**src/rtl/game_pkg.sv**
```systemverilog
// game_pkg: level geometry/mine-count constants and placer state encoding shared by the
// level-selection and board blocks.
package game_pkg;
    localparam logic [5:0] MINES_L1 = 6'd8;
    localparam logic [5:0] MINES_L2 = 6'd20;
    localparam logic [5:0] MINES_L3 = 6'd50;
    localparam logic [4:0] BTN_L1   = 5'd8;
    localparam logic [4:0] BTN_L2   = 5'd10;
    localparam logic [4:0] BTN_L3   = 5'd16;
    typedef enum logic [1:0] {IDLE, PLACE, READY} placer_state_t;
    function automatic logic [5:0] mines_for(input logic [4:0] b);
        return (b == BTN_L1) ? MINES_L1 : (b == BTN_L2) ? MINES_L2 : (b == BTN_L3) ? MINES_L3 : 6'd0;
    endfunction
endpackage

```
**src/rtl/game_set_if.sv**
```systemverilog
// game_set_if: game settings handshake from level selection (master) to board blocks (slave).
interface game_set_if;
    logic [4:0] button_num;
    modport master (output button_num);
    modport slave  (input  button_num);
endinterface

```
**src/rtl/lfsr16.sv**
```systemverilog
// lfsr16: free-running 16-bit Fibonacci LFSR, x^16+x^14+x^13+x^11+1, low OUT_W bits exposed.
module lfsr16 #(
    parameter logic [15:0] SEED  = 16'hACE1,
    parameter int          OUT_W = 16
) (
    input  logic             clk,
    input  logic             rst,
    output logic [OUT_W-1:0] state
);
    logic [15:0] r_state;
    always_ff @(posedge clk)
        r_state <= rst ? SEED : {r_state[0] ^ r_state[2] ^ r_state[3] ^ r_state[5], r_state[15:1]};
    assign state = r_state[OUT_W-1:0];
endmodule

```
**src/rtl/mine_placer.sv**
```systemverilog
// mine_placer: captures level geometry, fills the mine bitmap by LFSR rejection sampling,
// and answers per-cell mine queries one cycle later.
module mine_placer
    import game_pkg::*;
#(
    parameter logic [15:0] LFSR_SEED = 16'hACE1,
    parameter int          MAX_BTN   = 16
) (
    input  logic       clk,
    input  logic       rst,
    input  logic       level_enable,
    game_set_if.slave  in,
    input  logic       clear,
    input  logic [3:0] query_x,
    input  logic [3:0] query_y,
    output logic       query_mine,
    output logic [5:0] mines_placed,
    output logic       busy,
    output logic       board_ready
);
    placer_state_t                   r_state, w_next;
    logic [MAX_BTN-1:0][MAX_BTN-1:0] r_map;
    logic [4:0]                      r_btn;
    logic [5:0]                      r_target, r_count, w_target;
    logic [7:0]                      w_lfsr;
    logic                            r_query, w_capture, w_accept;

    lfsr16 #(.SEED(LFSR_SEED), .OUT_W(8)) u_lfsr (.clk(clk), .rst(rst), .state(w_lfsr));

    assign w_capture = level_enable && in.button_num != 5'd0;
    assign w_target  = mines_for(in.button_num);
    // candidate (cx,cy) = (lfsr[3:0], lfsr[7:4]); rejected if off-board or already mined
    assign w_accept  = r_state == PLACE && !clear && r_count != r_target
                       && {1'b0, w_lfsr[3:0]} < r_btn && {1'b0, w_lfsr[7:4]} < r_btn
                       && !r_map[w_lfsr[7:4]][w_lfsr[3:0]];

    always_comb begin
        w_next = r_state;
        if (clear)
            w_next = IDLE;
        else if (r_state == IDLE && w_capture)
            w_next = (w_target != 6'd0) ? PLACE : READY;
        else if (r_state == PLACE && r_count == r_target)
            w_next = READY;
    end

    always_ff @(posedge clk)
        r_state <= rst ? IDLE : w_next;

    always_ff @(posedge clk) begin
        if (rst || clear) begin
            r_map    <= '0;
            r_count  <= 6'd0;
            r_btn    <= 5'd0;
            r_target <= 6'd0;
        end else begin
            if (r_state == IDLE && w_capture) begin
                r_btn    <= in.button_num;
                r_target <= w_target;
            end
            if (w_accept) begin
                r_map[w_lfsr[7:4]][w_lfsr[3:0]] <= 1'b1;
                r_count                         <= r_count + 6'd1;
            end
        end
    end

    always_ff @(posedge clk)
        r_query <= rst ? 1'b0 : ({1'b0, query_x} < r_btn && {1'b0, query_y} < r_btn) ? r_map[query_y][query_x] : 1'b0;

    assign query_mine   = r_query;
    assign mines_placed = r_count;
    assign busy         = r_state == PLACE;
    assign board_ready  = r_state == READY;
endmodule

```
**src/flat_wrapper.sv**
```systemverilog
// flat-port wrapper written by rule: the top's interface ports become plain ports
module mine_placer_flat import game_pkg::*;
#(
    parameter logic [15:0] LFSR_SEED = 16'hACE1,
    parameter int          MAX_BTN   = 16
)
  (clk, rst, level_enable, clear, query_x, query_y, query_mine, mines_placed, busy, board_ready, in_button_num);
  game_set_if in_i ();
  input  logic clk;
  input  logic rst;
  input  logic level_enable;
  input  logic clear;
  input  logic [3:0] query_x;
  input  logic [3:0] query_y;
  output logic query_mine;
  output logic [5:0] mines_placed;
  output logic busy;
  output logic board_ready;
  input wire logic [$bits(in_i.button_num)-1:0] in_button_num;
  assign in_i.button_num = in_button_num;
  mine_placer #(.LFSR_SEED(LFSR_SEED), .MAX_BTN(MAX_BTN)) u_core (.clk(clk), .rst(rst), .level_enable(level_enable), .in(in_i), .clear(clear), .query_x(query_x), .query_y(query_y), .query_mine(query_mine), .mines_placed(mines_placed), .busy(busy), .board_ready(board_ready));
endmodule
```
**config.mk**
```make
export PLATFORM = sky130hd
export DESIGN_NAME = mine_placer_flat
export DESIGN_NICKNAME = d
export VERILOG_FILES = /design/src/rtl/game_pkg.sv /design/src/rtl/game_set_if.sv /design/src/rtl/lfsr16.sv /design/src/rtl/mine_placer.sv /design/src/flat_wrapper.sv
export SDC_FILE = /design/constraint.sdc
export NUM_CORES = 1
export LEC_CHECK = 0
export ABC_AREA = 1
export CELL_PAD_IN_SITES_DETAIL_PLACEMENT = 2
export CELL_PAD_IN_SITES_GLOBAL_PLACEMENT = 2
export CORE_MARGIN = 1
export CORE_UTILIZATION = 34
export DETAILED_ROUTE_END_ITERATION = 10
export PLACE_DENSITY_LB_ADDON = 0.1
export RECOVER_POWER = 100
export SLEW_MARGIN = 20
export SYNTH_ARGS = -nofsm -noshare
export SYNTH_HDL_FRONTEND = slang
export SYNTH_SLANG_ARGS = --single-unit
```
**constraint.sdc**
```tcl
create_clock -name clk -period 2.7 [get_ports clk]
set_input_delay 0.27 -clock clk [delete_from_list [all_inputs] [get_ports clk]]
set_output_delay 0.27 -clock clk [all_outputs]
set_load 0.01 [all_outputs]
```
==> PnR_summary.wiki, run 1 <==
{| class="wikitable"
! Metric !! Value
|-
| Most frequent cells after synthesis || 844 x sky130_fd_sc_hd__nand2_1, 355 x sky130_fd_sc_hd__a21oi_1, 344 x sky130_fd_sc_hd__nor2_1
|-
| Minimum setup slack in the final design || -0.392 ns
|-
| Max-cap violations || 0
|-
| Post-synthesis cell type with the largest combined area || sky130_fd_sc_hd__dfxtp_1
|-
| Endpoints failing setup || approximately 260
|-
| Net count of the finished layout || 2821
|-
| TritonCTS clock tree || yes
|-
| Maximum clock insertion buffer count || 3
|-
| Cell row count || 80
|-
| Largest net degree at the start of global routing || between 50 and 60
|-
| Post-Syn Nets || about 2.8k
|-
| Via density || between 5 and 6
|-
| Cells after DPL || around 3.3k
|-
| Clock power share || between 40% and 50%
|-
| Transition time of the tightest slew-check pin || 0.852 ns
|-
| Fill count || between 5k and 6k
|-
| Switching power of the nets || approximately 0.003 W
|-
| Clock sinks || 290
|-
| Unrepaired setup endpoints after global routing || true
|-
| Global router's overall resource usage || 34.2%
|-
| Worst Clk Skew || between 0.015 and 0.02 ns
|-
| Violations in the final reports || negative setup slack
|-
| Cell variety after synth || 33
|-
| Final Hold Fails || 0
|-
| Worst hold-check slack || ~0.41 ns
|-
| Total power density per cell area || roughly 520 nW/um2
|-
| Clock transition at the register clock pins on the worst setup and hold paths after CTS || approximately 0.070 ns
|-
| Switching share of power || ~28%
|-
| Hold-fix buffers at CTS || 0
|-
| Antenna Nets Post-Route || 0
|-
| Number of cells produced by synthesis || between 2k and 3k
|-
| Min Tclk post-route || between 3 and 4 ns
|-
| Number of antenna violations at the first check in global routing || 1
|-
| Maximum fanout along the worst path || 9
|-
| Aggregate global routing overflow || 0
|-
| Register area share after synthesis || about 35%
|-
| Number of global-route vias before repair || 20.9k
|-
| Endpoint arrival time on the critical path || 3.60 ns
|-
| Async set-reset flop share out of synthesis || 0%
|-
| Portion of synthesized cell area occupied by the leading cell type || a little over a third
|-
| Root buf cell || sky130_fd_sc_hd__clkbuf_16
|-
| Fraction of the core area covered by cells at the end of the flow || between 40% and 50%
|-
| Startpoint types || flop
|-
| Worst max-slew margin expressed relative to the limit || 43.2%
|-
| Total of buffers placed on input and output ports || 25
|-
| Worst EP required || 3.21 ns
|-
| Logic gate share of total power || about 12%
|-
| Initial cell density of the core || roughly a third
|-
| Number of buffers created by CTS || 38
|-
| Combined area of all synthesized cells || around 16000 um2
|-
| Number of enable-type register cells in the synthesized netlist || 0
|-
| Cells taking the most area after synthesis || sky130_fd_sc_hd__dfxtp_1 35%, sky130_fd_sc_hd__nand2_1 19%, sky130_fd_sc_hd__a21oi_1 11%
|-
| Primary flip-flop cell chosen by synthesis mapping || sky130_fd_sc_hd__dfxtp_1
|-
| Avg Synthesized Cell Area || between 5 and 6 um2
|-
| Sum of net half-perimeters after detailed placement || a little over 50000 um
|-
| CP Capture Type || flop
|-
| Maximum clock frequency || roughly 320 MHz
|-
| Number of standard cells in the layout, taps in and fillers out || 3430
|-
| # DRC || 0
|-
| Count of TritonRoute iterations in the first routing pass || 5
|-
| Run status || complete, but fails checks
|-
| DRC violation total after the first TritonRoute iteration || approximately 1.3k
|-
| Wire length per cell || roughly 26 um
|-
| Number of levels the H-tree was split into || 2
|-
| Area of the die || a little under 50000 um2
|-
| Portion of the clock cycle consumed by the worst path in the final layout || 115%
|-
| Proportion of layout cells with a drive suffix above 1 || approximately 15%
|-
| Global-route wire length before repair || 128000 um
|-
| Width of the die || about 220 um
|-
| Layout overhead on the synthesized area || 27.4%
|-
| Worst skew pair latency || just under 0.6 ns
|-
| Overall die height || 221 um
|-
| I/O Pins || 26
|-
| Total count of max-transition violations in the final report || 0
|-
| Area of the core || around 48000 um2
|-
| Static leakage || ~7.4 nW
|-
| Path type of the worst min-delay path || in2reg
|-
| Detailed-route via count || 19.6k
|-
| Sequential share of power || 40.2%
|-
| Crit Path Class || reg2reg
|-
| Antenna cell count || 0
|-
| Area of all placed cells without fillers || between 20000 and 25000 um2
|-
| Cell area after placement || between 15000 and 20000 um2
|-
| Area of the multi-input gates || about 9300 um2
|-
| Wire length after detailed routing || ~90000 um
|-
| Flip-flop and latch count after synthesis || 290
|-
| FF/Latch Area || a little under 6000 um2
|-
| Synth Warn # || 0
|-
| Most frequent cell after synthesis || sky130_fd_sc_hd__nand2_1
|-
| Post-place setup slack || -0.374 ns
|-
| Pint || ~0.0077 W
|-
| Max IR drop VDD || 0.000359 V
|-
| Final weighted congestion of routability-driven global placement || approximately 0.85
|}
==> timing repair <==
action / CTS / global route
pin swaps: 23 / 53
gates cloned: 14 / 2
setup endpoints to repair: 262 / 262
gates resized for setup: 75 / 187
buffers inserted: 22 / 16
==> registers in the layout, summed over array words and instances, names as in the netlist <==
signal                 flops
u_core.mines_placed        6
u_core.query_mine          1
u_core.r_btn               5
u_core.r_map             256
u_core.r_state             2
u_core.r_target            4
u_core.u_lfsr.r_state     16
==> critical path: stages, from the launching register on <==
cell and delay (ns):
sky130_fd_sc_hd__dfxtp_4 0.42, sky130_fd_sc_hd__buf_12 0.16, sky130_fd_sc_hd__buf_4 0.14, sky130_fd_sc_hd__buf_12 0.14
sky130_fd_sc_hd__nand2_2 0.10, sky130_fd_sc_hd__nand2_1 0.10, sky130_fd_sc_hd__nand2_1 0.08, sky130_fd_sc_hd__nand2_1 0.07
sky130_fd_sc_hd__nand2_1 0.08, sky130_fd_sc_hd__nand2_2 0.08, sky130_fd_sc_hd__nor2_4 0.18, sky130_fd_sc_hd__nor2_1 0.08
sky130_fd_sc_hd__nor2_1 0.12, sky130_fd_sc_hd__nand2_1 0.09, sky130_fd_sc_hd__nand2_2 0.10, sky130_fd_sc_hd__nand3_4 0.10
sky130_fd_sc_hd__nor2_4 0.17, sky130_fd_sc_hd__buf_6 0.14, sky130_fd_sc_hd__buf_12 0.17, sky130_fd_sc_hd__buf_12 0.13
sky130_fd_sc_hd__buf_16 0.12, sky130_fd_sc_hd__nand2_1 0.07, sky130_fd_sc_hd__a21oi_2 0.14
==> power by group through the flow <==
| stage | clock network, W | logic, W | registers [W] |
|---|---|---|---|
| after floorplan | 0 | 0.000514 | 0.00441 |
| after global placement | 0 | 0.00104 | 0.00441 |
| after detailed placement | 0 | 0.00107 | 0.00441 |
| after CTS | 0.00521 | 0.00117 | 0.00432 |
| after global routing | 0.00538 | 0.00129 | 0.00432 |
| final | 0.00519 | 0.00125 | 0.00432 |
==> cells by family after synthesis <==
family / count (synthesis) / share of synthesized area, %
adder cells (fa/ha/maj): 13 / 0.993
XOR/XNOR: 6 / 0.321
buffers and inverters: 493 / 12.1
flip-flops: 290 / 35.4
AO/OA/AOI/OAI: 610 / 19.8
AND/OR/NAND/NOR: 1319 / 31.4
==> area by class of cell <==
class | instances | share of cell area, %
clock buffers | 59 | 5.53
multi-input cells | 1948 | 44.7
inverters | 302 | 5.48
flip-flops and latches | 290 | 27.8
repair buffers | 211 | 12.6
clock inverters | 5 | 0.240
well taps | 615 | 3.69
==> cells in the final DEF, fill, tap and decap left out, types with 4 or more instances in the layout <==
master and count:
sky130_fd_sc_hd__nand2_1 793, sky130_fd_sc_hd__nor2_1 325, sky130_fd_sc_hd__inv_1 299, sky130_fd_sc_hd__dfxtp_1 288
sky130_fd_sc_hd__a21oi_1 258, sky130_fd_sc_hd__o21ai_0 155, sky130_fd_sc_hd__nand3_1 112, sky130_fd_sc_hd__buf_4 106
sky130_fd_sc_hd__a21oi_2 96, sky130_fd_sc_hd__o211ai_1 65, sky130_fd_sc_hd__clkbuf_16 43, sky130_fd_sc_hd__buf_12 42
sky130_fd_sc_hd__nand2_2 37, sky130_fd_sc_hd__buf_16 17, sky130_fd_sc_hd__clkbuf_1 16, sky130_fd_sc_hd__o21ai_1 15
sky130_fd_sc_hd__nand2_4 14, sky130_fd_sc_hd__ha_1 13, sky130_fd_sc_hd__buf_6 12, sky130_fd_sc_hd__clkdlybuf4s50_1 11
sky130_fd_sc_hd__dlygate4sd3_1 11, sky130_fd_sc_hd__nor2_2 10, sky130_fd_sc_hd__nor2_4 10, sky130_fd_sc_hd__o21ai_2 7
sky130_fd_sc_hd__clkbuf_8 6, sky130_fd_sc_hd__o21a_1 5, sky130_fd_sc_hd__nand4_1 4, sky130_fd_sc_hd__or2_2 4
sky130_fd_sc_hd__xor2_1 4, sky130_fd_sc_hd__nand3_2 4, sky130_fd_sc_hd__clkinv_2 4, sky130_fd_sc_hd__buf_8 4
==> per-stage QoR <==
stage          total power (W)  TNS [ns]
2_1_floorplan          0.00492         0
3_3_place_gp           0.00545    -57.58
3_5_place_dp           0.00548    -72.82
4_1_cts                 0.0107     -8.19
5_1_grt                 0.0110    -70.54
6_report                0.0108    -66.04
==> layer usage <==
metal  GRT usage [%]  share of wire [%]  vias up
met5               0                  0        -
met4            17.0                5.6        0
met3            4.59                4.9      265
met2            59.8                 48      588
met1            41.1                 41    10000
li1                -                  -     8735
==> final timing paths <==
| path | end | slack, ns | from | depth (start not counted) |
|---|---|---|---|---|
| min | u_core.r_btn[3] | 0.41 | in_button_num[3] | 3 |
| min reg2reg | u_core.u_lfsr.r_state[11] | 0.42 | u_core.u_lfsr.r_state[12] | 1 |
| max | u_core.r_map[72] | -0.39 | u_core.u_lfsr.r_state[4] | 22 |
| max reg2reg | u_core.r_map[72] | -0.39 | u_core.u_lfsr.r_state[4] | 22 |
Note: power is estimated with default switching activity, not from simulation.
==> run 2: changes to the inputs <==
REMOVE_ABC_BUFFERS = 1   (was default)
SKIP_CTS_REPAIR_TIMING = 1   (was default)
==> PnR_summary.wiki, run 2 (synthesis results as in run 1) <==
{| class="wikitable"
! Metric !! Value
|-
| Static leakage || between 7 and 8 nW
|-
| Number of buffers created by CTS || 38
|-
| Detailed-route via count || 19.2k
|-
| Wire length per cell || 25.1 um
|-
| DRC violation total after the first TritonRoute iteration || between 1k and 1.5k
|-
| Maximum clock frequency || 332 MHz
|-
| Antenna cell count || 0
|-
| Total power density per cell area || 522 nW/um2
|-
| Number of antenna violations at the first check in global routing || 3
|-
| Max IR drop VDD || between 0.0004 and 0.0005 V
|-
| Maximum clock insertion buffer count || 3
|-
| Clock sinks || between 200 and 300
|-
| Final Hold Fails || 0
|-
| Number of global-route vias before repair || 20.1k
|-
| Unrepaired setup endpoints after global routing || true
|-
| Worst max-slew margin expressed relative to the limit || between 40% and 50%
|-
| FF/Latch Area || around 5800 um2
|-
| Number of cells on the worst hold path || 1
|-
| Endpoints failing setup || about 260
|-
| Startpoint types || flop
|-
| Path type of the worst min-delay path || reg2reg
|-
| Setup Total Neg Slack || -66.89 ns
|-
| Leading cell types in the layout, fill and taps excluded || 830 x sky130_fd_sc_hd__nand2_1, 333 x sky130_fd_sc_hd__nor2_1, 321 x sky130_fd_sc_hd__a21oi_1
|-
| Worst EP required || roughly 3.2 ns
|-
| Aggregate global routing overflow || 0
|-
| Global-route wire length before repair || roughly 120000 um
|-
| Worst Hold Path EP || u_core.u_lfsr.r_state[10]
|-
| Beginning of the worst register-to-register path || u_core.u_lfsr.r_state[4]
|-
| Wire length after detailed routing || around 86000 um
|-
| Initial cell density of the core || 34.4%
|-
| Fill count || 5796
|-
| # DRC || 0
|-
| Run status || complete, but fails checks
|-
| Endpoint arrival time on the critical path || ~3.5 ns
|-
| Area of all placed cells without fillers || between 20000 and 25000 um2
|-
| Antenna Nets Post-Route || 0
|-
| Layout overhead on the synthesized area || 24.0%
|-
| Final weighted congestion of routability-driven global placement || around 0.82
|-
| CP Capture Type || flop
|-
| Minimum setup slack in the final design || -0.316 ns
|-
| Number of levels the H-tree was split into || 2
|-
| Violations in the final reports || negative setup slack
|-
| Area of the die || approximately 50000 um2
|-
| Cell area after placement || around 18000 um2
|-
| Sum of net half-perimeters after detailed placement || 50400 um
|-
| Min Tclk post-route || 3.02 ns
|-
| I/O Pins || 26
|-
| Total count of max-transition violations in the final report || 0
|-
| Hold Startpoint || u_core.u_lfsr.r_state[11]
|-
| Largest net degree at the start of global routing || 62
|-
| Area of the core || 47600 um2
|-
| Transition time of the tightest slew-check pin || 0.771 ns
|-
| Proportion of layout cells with a drive suffix above 1 || 10.7%
|-
| Net count of the finished layout || between 2k and 3k
|-
| TritonCTS clock tree || yes
|-
| Total of buffers placed on input and output ports || 25
|-
| Portion of the clock cycle consumed by the worst path in the final layout || 112%
|-
| Worst R2R Path Depth || 18
|-
| Width of the die || approximately 220 um
|-
| Max FFs per register || approximately 260
|-
| Capture instance of the worst register-to-register path || u_core.r_map[191]
|-
| Maximum fanout along the worst path || 40
|-
| Reg2reg setup slack || -0.32 ns
|-
| Crit Path Class || reg2reg
|-
| Worst skew pair latency || ~0.58 ns
|-
| Count of TritonRoute iterations in the first routing pass || 4
|-
| Register ranked first by flip-flop count || u_core.r_map
|-
| Worst Clk Skew || approximately 0.03 ns
|-
| Cell row count || 80
|-
| Via density || approximately 5.6
|-
| Root buf cell || sky130_fd_sc_hd__clkbuf_16
|-
| Most common cell after layout, fill and taps aside || sky130_fd_sc_hd__nand2_1
|-
| Global router's overall resource usage || 31.4%
|-
| Overall die height || approximately 220 um
|-
| Clock transition at the register clock pins on the worst setup and hold paths after CTS || roughly 0.060 ns
|-
| Max-cap violations || 0
|-
| Area of the multi-input gates || approximately 8900 um2
|}
-- run 2: worst max-delay path, stage by stage, from the launching register on --
cell                        delay, ns
sky130_fd_sc_hd__dfxtp_4         0.45
sky130_fd_sc_hd__buf_12          0.23
sky130_fd_sc_hd__o21ai_0         0.16
sky130_fd_sc_hd__nand2_1         0.08
sky130_fd_sc_hd__nand2_1         0.06
sky130_fd_sc_hd__nand2_1         0.06
sky130_fd_sc_hd__nand2_1         0.05
sky130_fd_sc_hd__nor2_1          0.27
sky130_fd_sc_hd__nor2_1          0.12
sky130_fd_sc_hd__nor2_1          0.17
sky130_fd_sc_hd__nand2_1         0.09
sky130_fd_sc_hd__nand2_2         0.12
sky130_fd_sc_hd__nand3_4         0.11
sky130_fd_sc_hd__nor2_4          0.16
sky130_fd_sc_hd__buf_12          0.17
sky130_fd_sc_hd__clkbuf_16       0.18
sky130_fd_sc_hd__clkbuf_16       0.19
sky130_fd_sc_hd__nand2_1         0.07
sky130_fd_sc_hd__a21oi_1         0.13
-- run 2: area by class of cell --
type / count / area share (%)
clock inverters: 3 / 0.216
well taps: 615 / 3.79
flip-flops and latches: 290 / 28.6
inverters: 302 / 5.63
repair buffers: 195 / 12.5
multi-input cells: 1948 / 43.6
clock buffers: 63 / 5.69
-- run 2: metrics by stage --
stage	total power, W	cells	hold slack, ns	worst slack (ns)	utilization, %
global placement	0.00547	3320	0.393	-0.262	38.1
floorplan	0.00479	2540	0.341	-5.49	-
CTS	0.0106	3386	0.411	-0.422	40.6
finish	0.0106	3416	0.412	-0.316	42.6
global route	0.0109	3416	0.418	-0.474	42.6
detailed placement	0.00549	3320	0.402	-0.392	38.1
-- run 2: metal layers --
layer  up-vias  share of wire [%]  global-route usage [%]
li1       8703                  -                       -
met1      9764                 42                    39.2
met2       502                 48                    55.7
met3       247                4.6                    3.33
met4         2                5.2                    11.3
met5         -              0.015                       0
-- run 2: how the worst max path moves through the flow --
stage,startpoint,end
2_1_floorplan,u_core.u_lfsr.r_state[4],u_core.r_map[0]
3_3_place_gp,u_core.u_lfsr.r_state[5],u_core.r_map[113]
3_5_place_dp,u_core.u_lfsr.r_state[5],u_core.r_map[198]
4_1_cts,u_core.u_lfsr.r_state[5],u_core.r_map[198]
5_1_grt,u_core.u_lfsr.r_state[4],u_core.r_map[138]
6_report,u_core.u_lfsr.r_state[4],u_core.r_map[191]
-- run 2: where the power goes --
part	switching [W]	total, W	internal, W
Sequential	0.0000232	0.00432	0.00430
Combinational	0.000819	0.00116	0.000339
Clock	0.00212	0.00512	0.00300
